<file path="config.mk">
export PLATFORM = sky130hd
export DESIGN_NAME = mdu_seq_ctrl
export DESIGN_NICKNAME = d
export VERILOG_FILES = /design/src/rtl/mdu_seq_ctrl_pkg.sv /design/src/rtl/mdu_special_detect.sv /design/src/rtl/mdu_seq_ctrl.sv
export SDC_FILE = /design/constraint.sdc
export NUM_CORES = 1
export LEC_CHECK = 0
export ABC_AREA = 1
export CAP_MARGIN = 20
export CORE_ASPECT_RATIO = 0.75
export CORE_UTILIZATION = 40
export DETAILED_ROUTE_END_ITERATION = 12
export PLACE_DENSITY = 0.66
export SYNTH_ARGS = -nofsm -noshare
export SYNTH_HDL_FRONTEND = slang
export SYNTH_SLANG_ARGS = --single-unit
export TNS_END_PERCENT = 5
</file>
<file path="constraint.sdc">
create_clock -name clk -period 1.7 [get_ports clk]
set_input_delay 0.34 -clock clk [delete_from_list [all_inputs] [get_ports clk]]
set_output_delay 0.34 -clock clk [all_outputs]
set_load 0.01 [all_outputs]
</file>
<file path="src/rtl/mdu_seq_ctrl_pkg.sv">
// ============================================================================
// Module : mdu_seq_ctrl_pkg
// Brief  : Shared codes for the RV32M sequencer: funct3 ops, ALU ops, states.
// Rev    : 1.0 - initial release
// ============================================================================
`default_nettype none

package mdu_seq_ctrl_pkg;

  localparam logic [2:0] F3_MUL    = 3'b000;
  localparam logic [2:0] F3_MULH   = 3'b001;
  localparam logic [2:0] F3_MULHSU = 3'b010;
  localparam logic [2:0] F3_MULHU  = 3'b011;
  localparam logic [2:0] F3_DIV    = 3'b100;
  localparam logic [2:0] F3_DIVU   = 3'b101;
  localparam logic [2:0] F3_REM    = 3'b110;
  localparam logic [2:0] F3_REMU   = 3'b111;

  localparam logic [3:0] ALU_ADD = 4'b0000;
  localparam logic [3:0] ALU_SUB = 4'b1000;
  localparam logic [3:0] ALU_XOR = 4'b0100;

  typedef enum logic [2:0] {
    ST_IDLE    = 3'd0,
    ST_NEG_A   = 3'd1,
    ST_NEG_B   = 3'd2,
    ST_ITER    = 3'd3,
    ST_FIX_INV = 3'd4,
    ST_FIX_INC = 3'd5,
    ST_DONE    = 3'd6
  } state_e;

  // Smallest counter width that can hold XLEN.
  function automatic int cnt_width(input int xlen);
    return $clog2(xlen + 1);
  endfunction

endpackage

`default_nettype wire

</file>
<file path="src/rtl/mdu_special_detect.sv">
// ============================================================================
// Module : mdu_special_detect
// Brief  : Operand sign flags plus divide-by-zero / signed-overflow shortcut.
//          Divide handling present only when MDU_DIV_EN is defined.
// Rev    : 1.0 - initial release
// ============================================================================
`default_nettype none

module mdu_special_detect
  import mdu_seq_ctrl_pkg::*;
#(
  parameter int XLEN = 32
) (
  input  logic [2:0]      funct3,
  input  logic [XLEN-1:0] rs1,
  input  logic [XLEN-1:0] rs2,
  output logic            neg_a,
  output logic            neg_b,
  output logic            special,
  output logic [XLEN-1:0] special_val
);

  logic signed_a;
  logic signed_b;

  // MULHSU treats B as unsigned; MUL low word is sign-agnostic.
  assign signed_a = funct3 inside {F3_MUL, F3_MULH, F3_MULHSU, F3_DIV, F3_REM};
  assign signed_b = funct3 inside {F3_MUL, F3_MULH, F3_DIV, F3_REM};
  assign neg_a    = signed_a && rs1[XLEN-1];
  assign neg_b    = signed_b && rs2[XLEN-1];

`ifdef MDU_DIV_EN
  logic div_zero;
  logic overflow;

  assign div_zero = funct3[2] && (rs2 == '0);
  assign overflow = funct3[2] && !funct3[0] &&
                    (rs1 == {1'b1, {(XLEN-1){1'b0}}}) && (rs2 == '1);

  always_comb begin
    special     = div_zero || overflow;
    special_val = '0;
    if (div_zero) begin
      special_val = funct3[1] ? rs1 : '1;
    end else if (overflow) begin
      special_val = funct3[1] ? '0 : rs1;
    end
  end
`else
  logic unused_bits;

  assign special     = funct3[2];
  assign special_val = '0;
  assign unused_bits = ^{rs1[XLEN-2:0], rs2[XLEN-2:0]};
`endif

endmodule

`default_nettype wire

</file>
<file path="src/rtl/mdu_seq_ctrl.sv">
// ============================================================================
// Module : mdu_seq_ctrl
// Brief  : Iterative RV32M multiply/divide sequencer driving the shared ALU.
//          Divide ops are supported only when MDU_DIV_EN is defined.
// Rev    : 1.0 - initial release
// ============================================================================
`default_nettype none

module mdu_seq_ctrl
  import mdu_seq_ctrl_pkg::*;
#(
  parameter int XLEN  = 32,
  parameter int CNT_W = cnt_width(XLEN)
) (
  input  logic            clk,
  input  logic            rst,
  input  logic            start,
  input  logic [2:0]      funct3,
  input  logic [XLEN-1:0] rs1,
  input  logic [XLEN-1:0] rs2,
  output logic            busy,
  output logic            done,
  output logic [XLEN-1:0] result,
  output logic            alu_sel,
  output logic [XLEN-1:0] alu_in1,
  output logic [XLEN-1:0] alu_in2,
  output logic [3:0]      alu_funct,
  input  logic [XLEN-1:0] alu_out
);

  state_e            state_q, state_d;
  logic [2:0]        op_q, op_d;
  logic              neg_a_q, neg_a_d;
  logic              neg_b_q, neg_b_d;
  logic [CNT_W-1:0]  cnt_q, cnt_d;
  logic [XLEN-1:0]   a_q, a_d;
  logic [XLEN-1:0]   b_q, b_d;
  logic [XLEN-1:0]   hi_q, hi_d;
  logic [XLEN-1:0]   lo_q, lo_d;
  logic [XLEN-1:0]   w_q, w_d;
  logic [XLEN-1:0]   result_q, result_d;

  logic              det_neg_a;
  logic              det_neg_b;
  logic              det_special;
  logic [XLEN-1:0]   det_special_val;
  logic [XLEN-1:0]   fix_word;
  logic              fix_sign;
  logic              fix_inc;

  mdu_special_detect #(.XLEN(XLEN)) u_special_detect (
    .funct3      (funct3),
    .rs1         (rs1),
    .rs2         (rs2),
    .neg_a       (det_neg_a),
    .neg_b       (det_neg_b),
    .special     (det_special),
    .special_val (det_special_val)
  );

  // Divide keeps remainder in hi and quotient in lo.
  assign fix_word = op_q[2] ? (op_q[1] ? hi_q : lo_q)
                            : ((op_q == F3_MUL) ? lo_q : hi_q);
  assign fix_sign = (op_q[2] && op_q[1]) ? neg_a_q : (neg_a_q ^ neg_b_q);
  assign fix_inc  = (op_q == F3_MULH || op_q == F3_MULHSU) ? (lo_q == '0) : 1'b1;

`ifdef MDU_DIV_EN
  logic [XLEN-1:0] r_shift;
  assign r_shift = {hi_q[XLEN-2:0], lo_q[XLEN-1]};
`endif

  assign busy   = (state_q != ST_IDLE);
  assign done   = (state_q == ST_DONE);
  assign result = result_q;

  always_comb begin
    alu_sel   = 1'b0;
    alu_in1   = '0;
    alu_in2   = '0;
    alu_funct = ALU_ADD;
    case (state_q)
      ST_NEG_A: begin
        alu_sel   = 1'b1;
        alu_in2   = a_q;
        alu_funct = ALU_SUB;
      end
      ST_NEG_B: begin
        alu_sel   = 1'b1;
        alu_in2   = b_q;
        alu_funct = ALU_SUB;
      end
      ST_ITER: begin
        alu_sel = 1'b1;
        alu_in1 = hi_q;
        alu_in2 = a_q;
`ifdef MDU_DIV_EN
        if (op_q[2]) begin
          alu_in1   = r_shift;
          alu_in2   = b_q;
          alu_funct = ALU_SUB;
        end
`endif
      end
      ST_FIX_INV: begin
        alu_sel   = 1'b1;
        alu_in1   = fix_word;
        alu_in2   = '1;
        alu_funct = ALU_XOR;
      end
      ST_FIX_INC: begin
        alu_sel = 1'b1;
        alu_in1 = w_q;
        alu_in2 = {{(XLEN-1){1'b0}}, fix_inc};
      end
      default: ;
    endcase
  end

  always_comb begin
    state_d  = state_q;
    op_d     = op_q;
    neg_a_d  = neg_a_q;
    neg_b_d  = neg_b_q;
    cnt_d    = cnt_q;
    a_d      = a_q;
    b_d      = b_q;
    hi_d     = hi_q;
    lo_d     = lo_q;
    w_d      = w_q;
    result_d = result_q;
    case (state_q)
      ST_IDLE: begin
        if (start) begin
          op_d    = funct3;
          a_d     = rs1;
          b_d     = rs2;
          neg_a_d = det_neg_a;
          neg_b_d = det_neg_b;
          cnt_d   = '0;
          if (det_special) begin
            result_d = det_special_val;
            state_d  = ST_DONE;
          end else begin
            state_d = ST_NEG_A;
          end
        end
      end
      ST_NEG_A: begin
        if (neg_a_q) a_d = alu_out;
        state_d = ST_NEG_B;
      end
      ST_NEG_B: begin
        b_d     = neg_b_q ? alu_out : b_q;
        hi_d    = '0;
        lo_d    = op_q[2] ? a_q : b_d;
        state_d = ST_ITER;
      end
      ST_ITER: begin
        if (lo_q[0]) begin
          {hi_d, lo_d} = {(alu_out < hi_q), alu_out, lo_q[XLEN-1:1]};
        end else begin
          {hi_d, lo_d} = {1'b0, hi_q, lo_q[XLEN-1:1]};
        end
`ifdef MDU_DIV_EN
        if (op_q[2]) begin
          if (hi_q[XLEN-1] || (r_shift >= b_q)) begin
            hi_d = alu_out;
            lo_d = {lo_q[XLEN-2:0], 1'b1};
          end else begin
            hi_d = r_shift;
            lo_d = {lo_q[XLEN-2:0], 1'b0};
          end
        end
`endif
        cnt_d = cnt_q + CNT_W'(1);
        if (cnt_q == CNT_W'(XLEN-1)) state_d = ST_FIX_INV;
      end
      ST_FIX_INV: begin
        w_d     = fix_sign ? alu_out : fix_word;
        state_d = ST_FIX_INC;
      end
      ST_FIX_INC: begin
        result_d = fix_sign ? alu_out : w_q;
        state_d  = ST_DONE;
      end
      default: state_d = ST_IDLE;
    endcase
  end

  always_ff @(posedge clk) begin
    if (rst) begin
      state_q  <= ST_IDLE;
      op_q     <= '0;
      neg_a_q  <= 1'b0;
      neg_b_q  <= 1'b0;
      cnt_q    <= '0;
      a_q      <= '0;
      b_q      <= '0;
      hi_q     <= '0;
      lo_q     <= '0;
      w_q      <= '0;
      result_q <= '0;
    end else begin
      state_q  <= state_d;
      op_q     <= op_d;
      neg_a_q  <= neg_a_d;
      neg_b_q  <= neg_b_d;
      cnt_q    <= cnt_d;
      a_q      <= a_d;
      b_q      <= b_d;
      hi_q     <= hi_d;
      lo_q     <= lo_d;
      w_q      <= w_d;
      result_q <= result_d;
    end
  end

endmodule

`default_nettype wire
</file>
==> impl_metrics.env <==
export IMPL_post_route_min_period_ps=2370
export IMPL_hpwl_um=32100
export IMPL_antenna_found_initial=3
export IMPL_muxShareOfSynthArea=0
export IMPL_pwr_share_seq=0.244
export IMPL_dieArea_um2=29900
export IMPL_worst_ep_arrival_time_ps=2030
export IMPL_placed_cells=2483
export IMPL_hold_viol_final=0
export IMPL_ys_seq_area_frac=0.353
export IMPL_violations="setup timing"
export IMPL_grt_ovfl_total=0
export IMPL_end_kind="output pin"
export IMPL_grt_pass1_wl_um=71500
export IMPL_drive_gt1_frac=0.219
export IMPL_drt_initial_drc_count=1164
export IMPL_cts_inserted_buffers=23
export IMPL_fp_dieW_um=199
export IMPL_r2r_setup_slack_ps=-160
export IMPL_synthArstFlopShare=0
export IMPL_clock_sinks=206
export IMPL_ant_nets=0
export IMPL_clock_latency_ps=530
export IMPL_whs_ps=391
export IMPL_ys_warn_count=0
export IMPL_hp_class="input port to flop"
export IMPL_rows=53
export IMPL_synth_ff_type="dfxtp_1"
export IMPL_viasPerCell=5.47
export IMPL_cp_max_fo=6
export IMPL_final_period_utilization=1.40
export IMPL_p_total_mw=26.6
export IMPL_slew_headroom=0.453
export IMPL_setup_violations=116
export IMPL_path_class="flop to output pin"
export IMPL_area_growth_pct=49.6
export IMPL_synth_cell_types=34
export IMPL_clockRootBuffer="clkbuf_16"
export IMPL_final_cell_count_no_fill=2575
export IMPL_cpMaxStageDelayCell="dfxtp_4"
export IMPL_rsz0062_at_grt="yes"
export IMPL_drc=0
export IMPL_initial_core_util=0.412
export IMPL_yosys_area_share_xor_xnor=0
export IMPL_synth_top_area_share=0.353
export IMPL_cts_htree_levels=1
export IMPL_dieHeight_um=150
export IMPL_avgSynthCellArea_um2=6.47
export IMPL_swShare=0.437
export IMPL_clockPowerShare=0.191
export IMPL_vias=14077
export IMPL_ys_ff_latch=206
export IMPL_wl_um=47700
export IMPL_leakagePower_nw=7.14
export IMPL_slowest_delay_ps=350
export IMPL_worst_slew_pin_slew_ps=820
export IMPL_clockBufferDepth=3
export IMPL_path_clk_slew_ps=60
export IMPL_crit_chain="inv_4 > nand2_4 > nor2_4 > buf_12 > clkbuf_16 > o21ai_1 > a21oi_1 > a221o_1 > buf_2"
export IMPL_skew_ps=12.9
export IMPL_fillers=2695
export IMPL_synth_edf_count=0
export IMPL_synth_fa_ha_area_frac=0.0343
export IMPL_synth_compound_area_frac=0.296
export IMPL_grt_pass1_vias=13166
export IMPL_startpoint_type="flop"
export IMPL_ir_drop_v=0.000966
export IMPL_firstDrtPassIters=6
export IMPL_fin_nets=2308
export IMPL_drv_cap=0
export IMPL_drv_slew=0
export IMPL_synthTopCellsByCount="558 x nand2_1, 223 x o21ai_0, 213 x a21oi_1, 206 x dfxtp_1, 149 x inv_1"
export IMPL_yosysMostFrequentCell="nand2_1"
export IMPL_ios=205
export IMPL_cts_tree="done"
export IMPL_core_um2=28400
export IMPL_status="complete, but fails checks"
export IMPL_synthSimpleGateAreaFrac=0.221
export IMPL_grt_max_degree=148
export IMPL_pwr_density_cell_nw_per_um2=1520
export IMPL_synth_area_top_cells="dfxtp_1 35%, nand2_1 18%, o21ai_0 9.5%"
export IMPL_routabilityCongestion=0.926
export IMPL_grtUsageTotal=0.308
export IMPL_fmax_mhz=421
export IMPL_yosys_area_top_type="dfxtp_1"
export IMPL_detail_route_wl_per_cell_um=18.5
export IMPL_switchingPower_mw=11.6
export IMPL_finalWorstSetupSlack_ps=-674
export IMPL_portBuffers=202
export IMPL_postSynthCellCount=1806
export IMPL_p_comb_frac=0.564
export IMPL_synth_area_um2=11700
export IMPL_p_int_mw=15.0
export IMPL_synth_top_family_by_area="compound AO/OA/AOI/OAI gates"
export IMPL_required_ps=1360
==> power by group through the flow <==
stage	registers, mW	logic [mW]	clock network (mW)
after floorplan	6.42	7.82	0
after global placement	6.48	13.6	0
after detailed placement	6.52	13.8	0
after CTS	6.47	14.3	5.18
after global routing	6.61	16.1	5.35
final	6.50	15.0	5.09
==> routing by layer <==
metal / vias to the layer above / global-route usage / wire length [um] / share of wire
li1: 6851 / - / - / -
met1: 6571 / 0.387 / 20000 / 0.42
met2: 552 / 0.526 / 22400 / 0.47
met3: 103 / 0.0401 / 3170 / 0.066
met4: 0 / 0.134 / 2120 / 0.044
met5: - / 0 / 0 / 0
==> final cells by class <==
| class | instances | area (um2) | share of cell area |
|---|---|---|---|
| tap | 385 | 482 | 0.0275 |
| inverter | 157 | 622 | 0.0356 |
| clock buffer | 28 | 634 | 0.0363 |
| timing repair buffer | 479 | 4350 | 0.249 |
| multi-input combinational | 1307 | 7140 | 0.408 |
| antenna | 2 | 5.00 | 0.000286 |
| sequential | 206 | 4140 | 0.237 |
| clock inverter | 11 | 105 | 0.00601 |
==> logic make-up (layout without fill, tap and decap cells) <==
| family | count (synthesis) | count (layout) |
|---|---|---|
| other | 1 | 4 |
| AND/OR/NAND/NOR | 662 | 662 |
| adder cells (fa/ha/maj) | 32 | 32 |
| flip-flops | 206 | 206 |
| buffers and inverters | 294 | 675 |
| AO/OA/AOI/OAI | 611 | 611 |
==> placed cells by master, fill, tap and decap left out, drive strengths merged, types with 4 or more instances in the layout <==
cell type | netlist | final
nand2 | 558 | 558
buf | 29 | 338
o21ai | 253 | 253
a21oi | 214 | 214
dfxtp | 206 | 206
inv | 156 | 155
clkdlybuf4s50 | 0 | 100
a31oi | 67 | 67
nor2 | 62 | 62
ha | 32 | 32
dlygate4sd2 | 0 | 32
clkbuf | 108 | 32
o221ai | 31 | 31
a221o | 30 | 30
nand3 | 23 | 23
clkinv | 1 | 11
o211ai | 8 | 8
nor4 | 6 | 6
nand4 | 4 | 4
nor3 | 4 | 4
a211oi | 4 | 4
clkdlybuf4s15 | 0 | 4
==> registers in the layout (all words and copies together) (netlist names), 3 cells and up <==
| register | flops |
|---|---|
| a_q | 32 |
| b_q | 32 |
| hi_q | 32 |
| lo_q | 32 |
| result | 32 |
| w_q | 32 |
| cnt_q | 6 |
| op_q | 3 |
| state_q | 3 |
==> through the flow <==
stage	setup WS (ps)	util	area, um2	setup TNS [ps]
finish	-674	0.616	17500	-42540
global route	-743	0.616	17500	-54820
floorplan	-31.7	-	12300	-669
global placement	-612	0.568	16100	-46350
CTS	-701	0.604	17100	-41260
detailed placement	-578	0.568	16100	-48970
==> worst max-delay path: cells and delay by family (launching register included) <==
family          cells  cell delay, ps
buf+inv             4             520
compound gates      3             450
flops               1             350
simple gates        2             180
==> path summary, 6_finish.rpt <==
kind,depth (start not counted),to,start
max reg2reg,11,a_q[19],state_q[0]
min reg2reg,2,result[14],result[14]
max,9,alu_in1[2],state_q[1]
min,3,b_q[21],rs2[21]
==> repair_timing <==
action | in CTS | in global routing
gates resized for setup | 374 | 72
pin swaps | 6 | 7
setup buffers | 32 | 11
endpoints found under the setup margin | 241 | 195
hold buffers | 0 | 0
cloned | 6 | 5
(Power assumes the default switching activity.)
